## src/rtl/music_sequencer_ctrl.sv

```systemverilog
// Control FSM for the note sequencer: turns record/play/clear key presses into
// registered load, playback-address, draw and frame-clear strobes for the datapath.
module music_sequencer_ctrl #(
    parameter int unsigned NOTE_TICKS  = 25000000,
    parameter int unsigned CLEAR_TICKS = 19200,
    parameter int unsigned MAX_NOTES   = 16
) (
    input  logic       clk,
    input  logic       reset,
    input  logic       i_key_record,
    input  logic       i_key_play,
    input  logic       i_key_clear,
    output logic       o_ld_note,
    output logic       o_ld_play,
    output logic [3:0] o_note_counter,
    output logic       o_display_note,
    output logic       o_clear,
    output logic       o_busy,
    output logic [4:0] o_notes_stored
);

    localparam int unsigned MaxTicks = (NOTE_TICKS > CLEAR_TICKS) ? NOTE_TICKS : CLEAR_TICKS;
    localparam int unsigned TickW    = $clog2(MaxTicks + 1);

    localparam logic [TickW-1:0] NoteLast  = TickW'(NOTE_TICKS - 1);
    localparam logic [TickW-1:0] ClearLast = TickW'(CLEAR_TICKS - 1);
    localparam logic [TickW-1:0] DrawTick  = TickW'(2);
    localparam logic [4:0]       NotesMax  = 5'(MAX_NOTES);

    typedef enum logic [1:0] {StIdle, StPlay, StClear} state_e;

    state_e             r_state, w_state_d;
    logic [TickW-1:0]   r_tick, w_tick_d;
    logic [4:0]         r_slot, w_slot_d;
    logic [4:0]         r_stored, w_stored_d;
    logic               r_prev_record, r_prev_play, r_prev_clear;
    logic               w_rec_ev, w_play_ev, w_clr_ev;
    logic               w_ld_note_d, w_ld_play_d, w_display_d, w_clear_d, w_busy_d;
    logic [3:0]         w_note_counter_d;

    assign w_rec_ev  = i_key_record & ~r_prev_record;
    assign w_play_ev = i_key_play & ~r_prev_play;
    assign w_clr_ev  = i_key_clear & ~r_prev_clear;

    always_ff @(posedge clk) begin
        if (!reset) begin
            r_state        <= StIdle;
            r_tick         <= '0;
            r_slot         <= '0;
            r_stored       <= '0;
            r_prev_record  <= 1'b0;
            r_prev_play    <= 1'b0;
            r_prev_clear   <= 1'b0;
            o_ld_note      <= 1'b0;
            o_ld_play      <= 1'b0;
            o_note_counter <= '0;
            o_display_note <= 1'b0;
            o_clear        <= 1'b0;
            o_busy         <= 1'b0;
        end else begin
            r_state        <= w_state_d;
            r_tick         <= w_tick_d;
            r_slot         <= w_slot_d;
            r_stored       <= w_stored_d;
            r_prev_record  <= i_key_record;
            r_prev_play    <= i_key_play;
            r_prev_clear   <= i_key_clear;
            o_ld_note      <= w_ld_note_d;
            o_ld_play      <= w_ld_play_d;
            o_note_counter <= w_note_counter_d;
            o_display_note <= w_display_d;
            o_clear        <= w_clear_d;
            o_busy         <= w_busy_d;
        end
    end

    assign o_notes_stored = r_stored;

    always_comb begin
        w_state_d  = r_state;
        w_tick_d   = r_tick;
        w_slot_d   = r_slot;
        w_stored_d = r_stored;
        unique case (r_state)
            StIdle: begin
                if (w_clr_ev) begin
                    w_state_d  = StClear;
                    w_tick_d   = '0;
                    w_stored_d = '0;
                end else if (w_play_ev && (r_stored != 5'd0)) begin
                    // Stored notes sit at addresses 1..N, so playback starts at 1.
                    w_state_d = StPlay;
                    w_slot_d  = 5'd1;
                    w_tick_d  = '0;
                end else if (w_rec_ev && (r_stored != NotesMax)) begin
                    w_stored_d = r_stored + 5'd1;
                end
            end
            StPlay: begin
                if (w_clr_ev) begin
                    w_state_d  = StClear;
                    w_tick_d   = '0;
                    w_slot_d   = '0;
                    w_stored_d = '0;
                end else if (w_play_ev) begin
                    w_state_d = StIdle;
                    w_tick_d  = '0;
                    w_slot_d  = '0;
                end else if (r_tick == NoteLast) begin
                    w_tick_d = '0;
                    if (r_slot == r_stored) begin
                        w_state_d = StIdle;
                        w_slot_d  = '0;
                    end else begin
                        w_slot_d = r_slot + 5'd1;
                    end
                end else begin
                    w_tick_d = r_tick + TickW'(1);
                end
            end
            StClear: begin
                if (r_tick == ClearLast) begin
                    w_state_d = StIdle;
                    w_tick_d  = '0;
                end else begin
                    w_tick_d = r_tick + TickW'(1);
                end
            end
            default: begin
                w_state_d = StIdle;
                w_tick_d  = '0;
                w_slot_d  = '0;
            end
        endcase
    end

    always_comb begin
        // A record event is honoured only if nothing of higher priority moved us out of idle.
        w_ld_note_d      = (r_state == StIdle) && (w_state_d == StIdle) && w_rec_ev;
        w_ld_play_d      = (w_state_d == StPlay);
        w_note_counter_d = w_ld_play_d ? w_slot_d[3:0] : 4'd0;
        w_display_d      = w_ld_play_d && (w_tick_d == DrawTick);
        w_clear_d        = (w_state_d == StClear);
        w_busy_d         = (w_state_d != StIdle);
    end

endmodule

```

## config.mk

```make
export PLATFORM = sky130hd
export DESIGN_NAME = music_sequencer_ctrl
export DESIGN_NICKNAME = d
export VERILOG_FILES = /design/src/rtl/music_sequencer_ctrl.sv
export SDC_FILE = /design/constraint.sdc
export NUM_CORES = 1
export LEC_CHECK = 0
export CAP_MARGIN = 10
export CORE_MARGIN = 8
export CORE_UTILIZATION = 25
export CTS_CLUSTER_DIAMETER = 50
export DETAILED_ROUTE_END_ITERATION = 8
export GPL_TIMING_DRIVEN = 0
export PLACE_DENSITY = 0.46
export SETUP_SLACK_MARGIN = 0.5
export SYNTH_ARGS = -nofsm -noshare
export SYNTH_HDL_FRONTEND = slang
export SYNTH_SLANG_ARGS = --single-unit
```

## constraint.sdc

```tcl
create_clock -name clk -period 3.25 [get_ports clk]
set_input_delay 0.8125 -clock clk [delete_from_list [all_inputs] [get_ports clk]]
set_output_delay 0.8125 -clock clk [all_outputs]
set_load 0.005 [all_outputs]
```

==> results.yml <==
outcome:
  status: "completed"
cts:
  cts_buffers: 5
  clock_latency_ns: 0.30
  clk_pin_slew_ns: 0.07
  ctsLongestPathBuffers: 2
  cts_root_buffer: "clkbuf_16"
  cts_hold_buf: 0
  cts_tree: "done"
  htreeDepth: 2
  cts_num_sinks: 49
timing:
  finalSetupViolations: 0
  fmax_mhz: 372
  finClkSkew_ns: 0.00457
  hold_viol_final: 0
  drv_slew: 0
  tightest_slew_ns: 0.631
  hold_ws_ns: 0.526
  slew_headroom: 0.575
  finalCritPeriodShare: 0.828
  period_minus_slack_ns: 2.69
  rsz0062_at_grt: "true"
grt:
  use_met2: 0.195
  grt_use_met3: 0.0311
  grt_max_degree: 17
  grtUsageMet1: 0.153
  antenna_found_initial: 0
  grt_pass1_wl_um: 14600
  grt_overflow_total: 0
  busiest_layer: "met2"
  grt_pass1_vias: 2765
  grt_use_total: 0.123
layout:
  regArea_sq_um: 991
  final_common_cell: "dfxtp_1"
  layout.nets: 424
  insertedDiodeCount: 0
  mostFrequentLayoutCells: "dfxtp_1, nor2_1, nand2_1, buf_4, a21oi_1"
  drive_gt1_frac: 0.190
  fin_util: 0.334
  syn2layout_area_growth_pct: 31.6
  final_cells: 559
  multi_input_area_sq_um: 1890
  nFillCells: 1192
placement:
  dp_hpwl_um: 6350
  placed_cells: 530
  io_buffers: 17
  place_congestion: 0.883
logic_synthesis:
  synth-xor-area-share: 0.0337
  ys_warn_count: 0
  synth_seq_cells: 49
  synthArstFlopShare: 0
  synth_top_family_by_area: "simple AND/OR/NAND/NOR gates"
  synthesis.nets: 378
  yosys.area_share.simple: 0.339
  synthAdderAreaFrac: 0.0175
  synthCells: 369
  synth_edf_count: 0
  synth_flop_cell: "dfxtp_1"
  ys_seq_area_frac: 0.343
  synth-compound-area-share: 0.203
  syn_area_per_cell_sq_um: 7.75
  netlist_area_sq_um: 2860
  yosysUniqueCellTypes: 59
  synth_mux_area_frac: 0
setup_path:
  start_kind: "register"
  crit_cells: 11
  crit_slowest_cell: "or3_4"
  cp.buffers_inverters: 2
  required_ns: 3.46
  crit_fanout: 6
  critPathKind: "reg2reg"
  r2r_slack_ns: 0.56
  cp-end-kind: "register"
  cp_top_family: "simple AND/OR/NAND/NOR gates"
  rr_startpoint: "r_tick[1]"
  r2r_cells: 11
  crit_path_end: "o_display_note"
  cpPeakStageDelay_ns: 0.42
  cp.arrival_ns: 2.90
  path_common_cell: "buf_4"
  path_cells: "ha_4 > nand3_4 > or3_4 > o31ai_4 > buf_4 > nand2_4 > buf_4 > a21o_1 > a22oi_2 > nand4_1 > nor4_2"
  startpoint: "r_tick[1]"
  regToRegEndpoint: "o_display_note"
power:
  power.total_w: 0.00140
  p_leak_nw: 1.32
  ir_drop_uv: 197
  power_density_nw_per_um2: 373
die:
  row_count: 39
  dieArea_sq_um: 15100
  die_height_um: 123
  coreArea_sq_um: 11300
  die_x_um: 123
  ios: 19
  start_util: 0.254
route:
  route.detailed.drc: 0
  wl_per_cell_um: 16.4
  dr.pass1.iters: 5
  wl_um: 9180
  via_per_inst: 5.27
  vias: 2947
  drt.antenna.violating_nets: 0
  drtIter0Drc: 213
job:
  drv_cap: 0
min_path:
  hp-class: "reg2reg"
[Yosys cell counts, drive strengths merged (8+ instances only)]
| cell | n | area share |
|---|---|---|
| a21oi | 21 | 0.037 |
| and2 | 9 | 0.021 |
| buf | 10 | 0.028 |
| clkbuf | 12 | 0.016 |
| dfxtp | 49 | 0.34 |
| inv | 15 | 0.020 |
| nand2 | 40 | 0.053 |
| nand3 | 12 | 0.023 |
| nand4 | 17 | 0.037 |
| nor2 | 45 | 0.060 |
| nor2b | 9 | 0.020 |
| nor3 | 9 | 0.016 |
| nor4 | 8 | 0.020 |
| o21ai | 22 | 0.039 |
| or3 | 9 | 0.021 |
[per-layer routing]
layer,vias up,share of wire
met3,23,0.066
met1,1398,0.44
met5,-,0
met4,0,0.031
li1,1430,-
met2,96,0.46
[logic make-up (layout without fill, tap and decap cells)]
family | after synthesis | in the layout
AO/OA/AOI/OAI | 85 | 85
XOR/XNOR | 11 | 11
adder cells (fa/ha/maj) | 4 | 4
buffers and inverters | 37 | 84
flip-flops | 49 | 49
AND/OR/NAND/NOR | 183 | 183
[registers in the layout (all words and copies together), names as in the netlist]
name and flops:
r_tick 25, o_notes_stored 5, r_slot 5, o_note_counter 4, r_state 2, o_busy 1, o_clear 1, o_display_note 1
o_ld_note 1, o_ld_play 1, r_prev_clear 1, r_prev_play 1, r_prev_record 1
[per-stage QoR]
step,setup slack [ns],TNS [ns],cell area (sq um)
2_1_floorplan,0.575,0,2860
3_3_place_gp,-0.874,-9.00,3210
3_5_place_dp,-0.791,-8.04,3210
4_1_cts,0.500,0,3670
5_1_grt,0.445,0,3760
6_report,0.560,0,3760
[power breakdown]
part / internal [W] / switching, W
sequential: 0.000612 / 0.0000101
clock: 0.000287 / 0.000252
combinational: 0.000106 / 0.000138
[layout make-up]
type	count	area share
buffer	22	0.0452
timing repair buffer	39	0.0888
multi-input combinational	283	0.501
clock buffer	5	0.0332
sequential	49	0.263
tap	143	0.0475
inverter	15	0.0150
clock inverter	3	0.00565
[what timing repair did]
| item | CTS | global route |
|---|---|---|
| setup endpoints to repair | 29 | 2 |
| gates resized for setup | 49 | 10 |
| endpoints found under the hold margin | 0 | 0 |
| pin swaps | 16 | 10 |
| buffers inserted | 15 | 6 |
[worst register-to-register path: stages, from the launching register on]
cell     delay [ns]
dfxtp_4        0.37
ha_4           0.16
nand3_4        0.09
or3_4          0.42
o31ai_4        0.31
buf_4          0.18
nand2_4        0.05
buf_4          0.17
a21o_1         0.17
a22oi_2        0.20
nand4_1        0.17
nor4_2         0.31
[how the worst min path moves through the flow]
stage	from	end	slack, ns	cells past startpoint
6_report	r_slot[4]	r_slot[4]	0.53	2
5_1_grt	r_slot[4]	r_slot[4]	0.55	2
4_1_cts	r_slot[4]	r_slot[4]	0.53	2
3_5_place_dp	r_tick[1]	r_tick[1]	0.52	2
3_3_place_gp	r_slot[4]	r_slot[4]	0.49	2
2_1_floorplan	r_slot[4]	r_slot[4]	0.48	2
(Power assumes the default switching activity.)
